<file path="src/rtl/s4ga_cfg_tx.sv">
// s4ga_cfg_tx: configuration streamer for the s4ga LUT fabric.
// Holds N K-LUT configurations in a register file and serializes them, SI_W
// bits per clock, as the segment stream the s4ga core consumes: per LUT the
// K input-index fields (each zero-padded to whole segments, MSB segment
// first) followed by the padded mask, looping over all N LUTs. The core is
// held in reset (so_rst=1) whenever no sweep stream is live.
//
// State table:
//   IDLE   | not streaming; so=0, so_rst=1, waiting for start
//   STREAM | one segment per clock on so; ends only at a sweep boundary
//
// Ports:
//   clk         clock
//   rst         synchronous reset, active-high
//   cfg_we      register-file write enable
//   cfg_addr    LUT number to write (out-of-range addresses ignored)
//   cfg_wdata   {idx[0],...,idx[K-1],mask}, idx[0] in the MSBs
//   start       begin streaming (IDLE only)
//   stop        stop at the end of the current sweep
//   so          stream segment to the core (registered)
//   so_rst      core reset (registered)
//   busy        high while streaming
//   lut_idx     LUT whose segment is on so
//   sweep_done  one-cycle pulse with the last segment of LUT N-1
module s4ga_cfg_tx #(
  parameter  int N         = 16,
  parameter  int K         = 4,
  parameter  int SI_W      = 4,
  localparam int N_W       = (N > 1) ? $clog2(N) : 1,
  localparam int IDX_W     = N_W,
  localparam int MASK_W    = 2 ** K,
  localparam int CFG_W     = K * IDX_W + MASK_W
) (
  input  logic             clk,
  input  logic             rst,
  input  logic             cfg_we,
  input  logic [N_W-1:0]   cfg_addr,
  input  logic [CFG_W-1:0] cfg_wdata,
  input  logic             start,
  input  logic             stop,
  output logic [SI_W-1:0]  so,
  output logic             so_rst,
  output logic             busy,
  output logic [N_W-1:0]   lut_idx,
  output logic             sweep_done
);

  localparam int IDX_SEGS  = (IDX_W + SI_W - 1) / SI_W;
  localparam int MASK_SEGS = (MASK_W + SI_W - 1) / SI_W;
  localparam int IDX_EXT   = IDX_SEGS * SI_W;
  localparam int MASK_EXT  = MASK_SEGS * SI_W;
  localparam int SEG_MAX   = (IDX_SEGS > MASK_SEGS) ? IDX_SEGS : MASK_SEGS;
  localparam int SEG_W     = $clog2(SEG_MAX + 1);
  localparam int K_W       = $clog2(K + 1);

  typedef enum logic {IDLE, STREAM} state_t;

  state_t           state, state_nx;
  logic [N_W-1:0]   n, n_nx;
  logic [K_W-1:0]   k, k_nx;
  logic [SEG_W-1:0] seg, seg_nx;
  logic             stop_pending, stop_pending_nx;
  logic             issue;
  logic             first_seg;
  logic             at_mask, last_idx_seg, last_mask_seg, sweep_end, sweep_end_nx;
  logic [CFG_W-1:0] mem [N];
  logic [CFG_W-1:0] shadow;
  logic [CFG_W-1:0] src;
  logic [SI_W-1:0]  seg_data;
  logic             addr_ok;

  // Segment ss of field kk (kk==K selects the mask), MSB segment first.
  function automatic logic [SI_W-1:0] seg_of(input logic [CFG_W-1:0] cfg,
                                             input logic [K_W-1:0]   kk,
                                             input logic [SEG_W-1:0] ss);
    logic [IDX_EXT-1:0]  idx_ext;
    logic [MASK_EXT-1:0] mask_ext;
    idx_ext  = IDX_EXT'(IDX_W'(cfg >> (CFG_W - (int'(kk) + 1) * IDX_W)));
    mask_ext = MASK_EXT'(cfg[MASK_W-1:0]);
    if (kk == K_W'(K))
      return SI_W'(mask_ext >> ((MASK_SEGS - 1 - int'(ss)) * SI_W));
    else
      return SI_W'(idx_ext >> ((IDX_SEGS - 1 - int'(ss)) * SI_W));
  endfunction

  generate
    if (N == (1 << N_W)) begin : g_addr_full
      assign addr_ok = 1'b1;
    end else begin : g_addr_part
      assign addr_ok = (int'(cfg_addr) < N);
    end
  endgenerate

  always_ff @(posedge clk) begin
    if (rst) begin
      for (int i = 0; i < N; i++) mem[i] <= '0;
    end else if (cfg_we && addr_ok) begin
      mem[cfg_addr] <= cfg_wdata;
    end
  end

  assign at_mask       = (k == K_W'(K));
  assign last_idx_seg  = (seg == SEG_W'(IDX_SEGS - 1));
  assign last_mask_seg = (seg == SEG_W'(MASK_SEGS - 1));
  assign sweep_end     = at_mask && last_mask_seg && (n == N_W'(N - 1));

  always_comb begin
    state_nx        = state;
    n_nx            = n;
    k_nx            = k;
    seg_nx          = seg;
    stop_pending_nx = stop_pending;
    issue           = 1'b0;
    case (state)
      IDLE: begin
        if (start) begin
          state_nx        = STREAM;
          n_nx            = '0;
          k_nx            = '0;
          seg_nx          = '0;
          stop_pending_nx = 1'b0;
          issue           = 1'b1;
        end
      end
      STREAM: begin
        if (sweep_end && (stop_pending || stop)) begin
          state_nx        = IDLE;
          n_nx            = '0;
          k_nx            = '0;
          seg_nx          = '0;
          stop_pending_nx = 1'b0;
        end else begin
          issue           = 1'b1;
          stop_pending_nx = stop_pending || stop;
          if (at_mask) begin
            if (last_mask_seg) begin
              seg_nx = '0;
              k_nx   = '0;
              n_nx   = (n == N_W'(N - 1)) ? '0 : n + 1'b1;
            end else begin
              seg_nx = seg + 1'b1;
            end
          end else if (last_idx_seg) begin
            seg_nx = '0;
            k_nx   = k + 1'b1;
          end else begin
            seg_nx = seg + 1'b1;
          end
        end
      end
      default: state_nx = IDLE;
    endcase
  end

  // The first segment of a LUT reads the register file directly and the
  // same edge latches that entry into the shadow; later segments of the LUT
  // come from the shadow, so writes during transmission cannot tear it.
  assign first_seg    = (k_nx == '0) && (seg_nx == '0);
  assign src          = first_seg ? mem[n_nx] : shadow;
  assign seg_data     = seg_of(src, k_nx, seg_nx);
  assign sweep_end_nx = (n_nx == N_W'(N - 1)) && (k_nx == K_W'(K)) &&
                        (seg_nx == SEG_W'(MASK_SEGS - 1));

  always_ff @(posedge clk) begin
    if (rst) begin
      state        <= IDLE;
      n            <= '0;
      k            <= '0;
      seg          <= '0;
      stop_pending <= 1'b0;
      shadow       <= '0;
      so           <= '0;
      so_rst       <= 1'b1;
      busy         <= 1'b0;
      sweep_done   <= 1'b0;
    end else begin
      state        <= state_nx;
      n            <= n_nx;
      k            <= k_nx;
      seg          <= seg_nx;
      stop_pending <= stop_pending_nx;
      if (issue && first_seg) shadow <= src;
      so           <= issue ? seg_data : '0;
      so_rst       <= !issue;
      busy         <= issue;
      sweep_done   <= issue && sweep_end_nx;
    end
  end

  // n is cleared whenever the stream ends, so it reads 0 in IDLE.
  assign lut_idx = n;

endmodule

</file>
<file path="config.mk">
export PLATFORM = sky130hd
export DESIGN_NAME = s4ga_cfg_tx
export DESIGN_NICKNAME = d
export VERILOG_FILES = /design/src/rtl/s4ga_cfg_tx.sv
export SDC_FILE = /design/constraint.sdc
export NUM_CORES = 1
export LEC_CHECK = 0
export ABC_CLOCK_PERIOD_IN_PS = 3700
export CORE_AREA = 4 4 263 265
export CTS_CLUSTER_DIAMETER = 50
export DETAILED_ROUTE_END_ITERATION = 7
export DIE_AREA = 0 0 267 269
export PLACE_DENSITY_LB_ADDON = 0.25
export SYNTH_ARGS = -nofsm -noshare
export SYNTH_HDL_FRONTEND = slang
export SYNTH_SLANG_ARGS = --single-unit
</file>
<file path="constraint.sdc">
create_clock -name clk -period 3.7 [get_ports clk]
set_clock_uncertainty 0.1 [all_clocks]
set_input_delay 0.74 -clock clk [delete_from_list [all_inputs] [get_ports clk]]
set_output_delay 0.74 -clock clk [all_outputs]
set_load 0.005 [all_outputs]
</file>
Word level (Yosys, flattened, before mapping)
Memory sizes are Yosys's and may differ from the RTL's.
Cells that the tools add are included.

operators by class
  divide/modulo/power cells = 0
  reductions and logical operators = 15
  $add $sub $neg = 7
  equal/unequal tests = 7
  $lt $le $gt $ge = 0
  muxes and demuxes = 34
  shifts and indexed selects = 3
  $mul = 0
  bitwise gates (word level) = 2

operators with widths
  kind                   number
  $mux W32               2
  $reduce_or A32 Y1      1
  $shr A16 B32 Y4        1
  $shr A32 B32 Y4        1
  $shr A4 B32 Y4         1
  $mux W3                10
  $mux W4                7
  $pmux W3 S2            2
  $mux W1                10
  $logic_not A3 Y1       3
  $eq A4 B4 Y1 const B   2
  $logic_and A1 B1 Y1    8
  $pmux W4 S2            1
  $sub A6 B6 Y7 const A  1
  $add A3 B1 Y3 const B  2
  $eq A3 B2 Y1 const B   2
  $eq A3 B3 Y1 const B   2
  $add A3 B1 Y4 const B  1
  $add A4 B1 Y4 const B  1
  $pmux W1 S2            2
  $sub A1 B3 Y4 const A  1
  $sub A2 B3 Y4 const A  1
  $ne A2 B2 Y1 const B   1
  $not A1 Y1             2
  other kinds (3)        3

storage, ports and cells
  bits of input ports = 41
  memory bits (read-only) = 0
  register bits = 50
  logic and storage cells = 78
  RAM bits = 512
  output and inout port bits = 11
  latch bits = 0
  memories = 1

memory list
  name  words  bits a word  read ports  clocked after memory_dff  write ports  line  RTL
  mem   16     32           1           0                         16           66    logic [CFG_W-1:0] mem [N];

Logic depth before layout (Yosys ltp)
Gate-level depths: netlist of run 1.

  word-level depth = 12
  mapped depth = 19
  gate-level depth less buffers = 15

Worst setup path after synthesis of run 1
Ideal clock, no wire load.

  kind = reg2reg
  start point = register k[0]
  end point = register so[1]
  cell stages (with the launch flop) = 19
  path buffers = 5
  setup time = 135 ps
  slack = -289 ps
  arrival = 3755 ps
  clock period less this slack = 3989 ps
  path through = dfxtp_1 inv_1 ha_1 buf_4 nand2_1 mux2_2 o31a_2 clkbuf_1 clkbuf_1 ha_1 and2_1 clkbuf_1 o2111ai_1 clkbuf_1 a21oi_1 a2111oi_2 a211oi_1 a311oi_1 o211ai_1

on the way
  longest elaborated chain between the ends = 12
  elaborated cells between the ends (all ways) = 35

ends and longest elaborated chain
  item                                                                    line  RTL
  from (decl)                                                             60    logic [K_W-1:0] k, k_nx;
  from (signal assigned)                                                  179   k <= k_nx;
  parallel branches: the longest is 12 deep, another holds $sub A6 B6 Y7  n/a
  to (signal assigned)                                                    183   so <= issue ? seg_data : '0;
  to (decl)                                                               41    output logic [SI_W-1:0] so,

Parallel ways; which one is timed is not known.
A chain may end at the register's enable or synchronous reset.

Worst setup path in the final report of run 1
  start point = register seg[0]
  end point = register so[3]

on the way
  longest elaborated chain between the ends = 12
  elaborated cells between the ends (all ways) = 39

ends and longest elaborated chain
  item                                                                    line  RTL
  from (decl)                                                             61    logic [SEG_W-1:0] seg, seg_nx;
  from (signal assigned)                                                  180   seg <= seg_nx;
  parallel branches: the longest is 12 deep, another holds $sub A6 B6 Y7  n/a

Parallel ways; which one is timed is not known.

==> flow_metrics.env, run 1 <==
export IMPL_synth_cell_area_um2=29800
export IMPL_vias_per_cell=6.31
export IMPL_clock_sinks=562
export IMPL_switching_power_uw=4250
export IMPL_nets=3058
export IMPL_pwr_share_comb=0.113
export IMPL_die_y_um=269
export IMPL_fp_dieW_um=267
export IMPL_drtPass1Iterations=6
export IMPL_period_share=0.975
export IMPL_antenna_found_initial=1
export IMPL_status="finished, final reports clean"
export IMPL_cts_path_max_buffers=3
export IMPL_synth_flop_cell="edfxtp_1"
export IMPL_multiInputGateArea_um2=12500
export IMPL_worstMarginPinSlew_ns=0.869
export IMPL_synthesis_instances=2725
export IMPL_yosys_warnings=0
export IMPL_worstRegToRegCells=15
export IMPL_synth_fp_nets=2780
export IMPL_initial_core_util=0.445
export IMPL_seqPwrFrac=0.457
export IMPL_hold_violations=0
export IMPL_nFillCells=5660
export IMPL_min_period_ns=3.61
export IMPL_insertion_delay_ns=0.64
export IMPL_synth_area_leaders="edfxtp_1 52%, and2_1 11%, dfxtp_1 3.4%, nand2_1 2.2%, clkbuf_1 2.1%"
export IMPL_core_area_um2=66800
export IMPL_htreeDepth=3
export IMPL_setup_violations=0
export IMPL_slowest_delay_ns=0.43
export IMPL_fp_row_count=95
export IMPL_grt_pass1_wl_mm=161
export IMPL_crit_required_ns=4.12
export IMPL_avgRoutedWirePerCell_um=28.3
export IMPL_irDropWorstVdd_uv=369
export IMPL_overflow=0
export IMPL_grt_max_degree=85
export IMPL_crit_fanout=7
export IMPL_holdWs_ns=0.356
export IMPL_hold_depth=2
export IMPL_place_gp_congestion=0.929
export IMPL_syn_area_per_cell_um2=10.9
export IMPL_maxCapViolCount=0
export IMPL_async_flop_share=0
export IMPL_p_per_area_nw_per_um2=447
export IMPL_grt_total_usage=0.304
export IMPL_critical_path_class="flop to flop"
export IMPL_cts_reportedPaths_clkPinSlew_ns=0.06
export IMPL_grt_pass1_vias=24100
export IMPL_yosys_register_bits=562
export IMPL_die_area_um2=71800
export IMPL_io_pins=52
export IMPL_grt_setup_unrepaired="yes"
export IMPL_hold_path_class="flop to flop"
export IMPL_critPathCaptureType="flop"
export IMPL_power_internal_uw=12100
export IMPL_p_sw_frac=0.260
export IMPL_dr_total_vias=24900
export IMPL_postCtsHoldBufs=0
export IMPL_final_seq_area_um2=16400
export IMPL_cp_start_kind="flop"
export IMPL_cp_common_cell="ha_1"
export IMPL_cp_arrival_ns=4.03
export IMPL_hpwl_mm=71.8
export IMPL_cts_buffers=73
export IMPL_synth_edf_count=512
export IMPL_cts_root_buffer="clkbuf_16"
export IMPL_routed_wl_mm=111
export IMPL_ant_nets=0
export IMPL_synth_top_area_cell="edfxtp_1"
export IMPL_clockPowerShare=0.430
export IMPL_portBuffers=51
export IMPL_utilization=0.547
export IMPL_synth_top_cell_area_share=0.517
export IMPL_layout_drive_gt1_share=0.221
export IMPL_fmax_mhz=277
export IMPL_area_growth_syn_to_layout_pct=22.8
export IMPL_synth_seq_area_share=0.550
export IMPL_slowest_stage="a2111oi_4"
export IMPL_synth_distinct_cells=95
export IMPL_cp_cell_sequence="inv_1 > ha_1 > nor2b_1 > mux2_2 > o31a_1 > ha_1 > ha_1 > and2_2 > o2111ai_1 > buf_4 > a21oi_1 > a2111oi_4 > o22ai_1 > a211oi_2 > o211ai_1"
export IMPL_leakagePower_uw=0.0134
export IMPL_maxSlewHeadroom=0.419
export IMPL_drv_slew=0
export IMPL_drt_iter0_drc=3038
export IMPL_drt_drc_violations_left=0
export IMPL_tritoncts="done"
area by class of cell:
type,instances,area share
sequential,562,0.448
multi-input combinational,1885,0.342
timing repair buffer,466,0.113
clock buffer,87,0.0526
tap,873,0.0299
clock inverter,45,0.0122
inverter,15,0.00154
antenna,6,0.000411
flip-flops by register name (all words and copies together), names as in the netlist:
signal,flops
k,3
lut_idx,4
mem,512
seg,3
shadow,32
so,4
so_rst,1
state,1
stop_pending,1
sweep_done,1
what timing repair did:
| action | 4_1_cts | 5_1_grt |
|---|---|---|
| buffers inserted | 6 | 10 |
| pin swaps | 7 | 9 |
| gates resized for setup | 25 | 37 |
| setup endpoints to repair | 17 | 11 |
| cloned | 0 | 1 |
placed cells by master, fill, tap and decap left out, drive strengths merged, types with 26 or more instances in the layout:
master,instances
inv,26
clkbuf,88
and2,529
clkdlybuf4s50,50
a32oi,36
nor2,93
nor3,106
mux2i,59
edfxtp,512
buf,415
nand2,178
o22ai,77
nand3,53
o21ai,84
and3,71
mux2,29
a21oi,95
o22a,42
dfxtp,50
a211oi,75
final timing paths:
path / start / to / slack [ns]
worst max-delay path: seg[0] / so[3] / 0.09
worst min-delay path: shadow[12] / shadow[12] / 0.36
worst max register to register: seg[0] / so[3] / 0.09
worst min register to register: shadow[12] / shadow[12] / 0.36
metal layers:
metal	track usage	vias to the layer above	part of all wire
met1	0.409	12300	0.39
met2	0.484	1466	0.46
met4	0.135	0	0.047
li1	-	10800	-
met5	0	-	0
met3	0.0577	292	0.10
synth_stat cells, types with 28 or more instances:
cell,n
and3_1,70
a211oi_1,73
nand3_1,51
o22ai_1,76
o22a_1,42
mux2i_1,59
nand2_1,175
nor2_1,90
edfxtp_1,512
and2_1,527
dfxtp_1,50
nor3_1,105
mux2_2,28
clkbuf_1,163
a32oi_1,36
o21ai_0,81
buf_2,68
a21oi_1,94
cells by family after synthesis:
| logic type | count (synthesis) | synth area share |
|---|---|---|
| flops | 562 | 0.550 |
| fa+ha+maj | 14 | 0.00589 |
| simple gates | 1146 | 0.214 |
| compound gates | 634 | 0.154 |
| mux | 91 | 0.0332 |
| buf+inv | 278 | 0.0417 |
critical path: cells and delay by family (launching register included):
kind	cells	cell delay [ns]
buffers and inverters	2	0.29
AOI/OAI and AO/OA	7	1.43
muxes	1	0.28
DFF	1	0.37
and+or+nand+nor	2	0.39
adders and majority gates	3	0.62
through the flow:
step	area (um2)	total power, uW	setup TNS (ns)	setup slack (ns)	cells
after global placement	33700	9280	-9.37	-0.759	3784
final	36500	16300	0	0.0921	3939
after floorplan	29800	8380	-0.0703	-0.0703	2725
after detailed placement	33700	9320	-11.72	-0.794	3784
after CTS	36300	16300	0	0.0357	3922
after global routing	36500	16800	-0.0252	-0.0113	3933
power by group through the flow:
stage                     Sequential (uW)  Combinational (uW)  Clock, uW
final                                7460                1840       7010
after floorplan                      7520                 858          0
after global routing                 7490                1930       7330
after CTS                            7460                1760       7080
after detailed placement             7590                1730          0
after global placement               7570                1710          0
No activity file was read; power rests on OpenSTA's default activity.
==> run 2, diff against run 1 <==
--- a/config.mk
+++ b/config.mk
@@ -10,6 +10,7 @@
 export CTS_CLUSTER_DIAMETER = 50
 export DETAILED_ROUTE_END_ITERATION = 7
 export DIE_AREA = 0 0 267 269
+export MAX_ROUTING_LAYER = met4
 export PLACE_DENSITY_LB_ADDON = 0.25
 export SYNTH_ARGS = -nofsm -noshare
 export SYNTH_HDL_FRONTEND = slang
==> run 2 against run 1 <==
The flow now finishes with violations (design-rule violations). Combinational power hardly changed. Flip-flop and latch count stayed put. Sequential share of layout area is 0.061 points lower. Via count is 0.66% higher. Sequential power hardly changed.
==> flow_metrics.env, run 2 (same netlist as run 1, synthesis figures left out) <==
export IMPL_status="finished, violations left"
export IMPL_failed_checks="design-rule violations"
export IMPL_maxSlewHeadroom=0.346
export IMPL_slowest_delay_ns=0.53
export IMPL_slowest_stage="o41a_1"
export IMPL_switching_power_uw=4260
export IMPL_wl_met1_mm=44.6
export IMPL_fp_dieW_um=267
export IMPL_irDropWorstVdd_uv=300
export IMPL_p_per_area_nw_per_um2=445
export IMPL_hold_start="rst"
export IMPL_postCtsHoldBufs=0
export IMPL_seqPwrFrac=0.458
export IMPL_setup_violations=0
export IMPL_top_register="mem"
export IMPL_initial_core_util=0.445
export IMPL_fmax_mhz=275
export IMPL_dr_total_vias=25000
export IMPL_largest_reg_flops=512
export IMPL_vias_per_cell=6.36
export IMPL_r2r_start="seg[0]"
export IMPL_tritoncts="done"
export IMPL_finalPower_uw=16300
export IMPL_drt_drc_violations_left=2
export IMPL_worstMarginPinSlew_ns=0.978
export IMPL_path_buf_inv=2
export IMPL_crit_path_start="seg[0]"
export IMPL_critical_path_class="flop to flop"
export IMPL_cp_start_kind="flop"
export IMPL_clock_sinks=562
export IMPL_final_cell_mix="526 x and2_1, 512 x edfxtp_1, 355 x buf_4"
export IMPL_die_area_um2=71800
export IMPL_nets=3052
export IMPL_cts_path_max_buffers=3
export IMPL_placed_area_um2=33900
export IMPL_clockPowerShare=0.428
export IMPL_crit_required_ns=4.09
export IMPL_leakagePower_uw=0.0133
export IMPL_die_y_um=269
export IMPL_grt_pass1_vias=24400
export IMPL_area_growth_syn_to_layout_pct=23.0
export IMPL_core_area_um2=66800
export IMPL_cp_arrival_ns=4.03
export IMPL_cts_reportedPaths_clkPinSlew_ns=0.06
export IMPL_htreeDepth=3
export IMPL_top_layer_used="met4"
export IMPL_overflow=0
export IMPL_ant_nets=0
export IMPL_crit_fanout=6
export IMPL_insertion_delay_ns=0.63
export IMPL_power_internal_uw=12000
export IMPL_crit_family="compound AO/OA/AOI/OAI gates"
export IMPL_hpwl_mm=73.3
export IMPL_hold_violations=0
export IMPL_maxCapViolCount=0
export IMPL_layout_drive_gt1_share=0.218
export IMPL_final_common_cell="and2_1"
export IMPL_routed_wl_mm=113
export IMPL_drtPass1Iterations=7
export IMPL_min_period_ns=3.64
export IMPL_drv_slew=0
export IMPL_cp_common_cell="buf_4"
export IMPL_critPathCaptureType="flop"
export IMPL_fp_row_count=95
export IMPL_final_seq_area_um2=16400
export IMPL_avgRoutedWirePerCell_um=28.9
export IMPL_grt_total_usage=0.318
export IMPL_hold_path_class="input port to flop"
export IMPL_top_regs="mem x512, shadow x32"
export IMPL_period_share=0.984
export IMPL_cp_cell_sequence="ha_2 > ha_4 > and4_4 > mux2_4 > buf_4 > buf_4 > nand3_1 > a21oi_1 > o41a_1 > a2111oi_4 > o22ai_1 > a211oi_2 > o211ai_1"
export IMPL_nFillCells=5657
export IMPL_grt_pass1_wl_mm=163
export IMPL_portBuffers=51
export IMPL_cts_buffers=74
export IMPL_place_gp_congestion=0.999
export IMPL_multiInputGateArea_um2=12500
export IMPL_io_pins=52
export IMPL_dr_wl_met3_mm=11.7
export IMPL_drt_iter0_drc=3107
export IMPL_final_area_um2=36600
export IMPL_cts_root_buffer="clkbuf_16"
export IMPL_grt_max_degree=97
export IMPL_pwr_share_comb=0.114
export IMPL_p_sw_frac=0.262
export IMPL_antenna_found_initial=4
export IMPL_wl_met2_mm=51.5
[run 2: worst paths after layout]
path                 to  slack (ns)  cells after the start
max reg2reg       so[3]        0.06                     13
max               so[3]        0.06                     13
min               state        0.35                      2
min reg2reg  shadow[16]        0.36                      2
[run 2: layer usage]
layer / vias to the layer above / global-route usage
li1: 10800 / -
met1: 12400 / 0.417
met2: 1507 / 0.488
met3: 333 / 0.0606
met4: 0 / 0.137
met5: - / -
[run 2: power by group through the flow]
stage	clock, uW	combinational, uW	sequential, uW
finish	6970	1860	7460
global route	7310	1940	7490
CTS	7030	1780	7460
detailed placement	0	1760	7590
global placement	0	1740	7570
floorplan	0	858	7520
[run 2: layout make-up]
cell class,instances,area share
Antenna cell,3,0.000205
Timing Repair Buffer,458,0.115
Clock buffer,91,0.0532
Tap cell,873,0.0299
Clock inverter,45,0.0112
Multi-Input combinational cell,1886,0.341
Inverter,15,0.00154
Sequential cell,562,0.448
[run 2: metrics by stage]
| step | setup WS, ns | hold slack [ns] | setup TNS, ns | utilization | cells |
|---|---|---|---|---|---|
| 2_1_floorplan | -0.0703 | 0.332 | -0.0703 | - | 2725 |
| 3_3_place_gp | -0.722 | 0.344 | -6.57 | 0.507 | 3784 |
| 3_5_place_dp | -0.705 | 0.348 | -8.13 | 0.507 | 3784 |
| 4_1_cts | 0.00935 | 0.323 | 0 | 0.544 | 3924 |
| 5_1_grt | -0.0344 | 0.339 | -0.0926 | 0.548 | 3930 |
| 6_report | 0.0575 | 0.346 | 0 | 0.548 | 3933 |
[run 2: worst reg2reg max path: stages, from the launching register on]
cell	delay, ns
dfxtp_1	0.35
ha_2	0.24
ha_4	0.19
and4_4	0.30
mux2_4	0.42
buf_4	0.22
buf_4	0.15
nand3_1	0.07
a21oi_1	0.07
o41a_1	0.53
a2111oi_4	0.46
o22ai_1	0.14
a211oi_2	0.17
o211ai_1	0.12
[run 2: what timing repair did]
action                     4_1_cts  5_1_grt
gates cloned                     0        2
buffers inserted                 4        4
gates resized for setup         20       34
setup endpoints to repair        8       10
pin swaps                        2        5
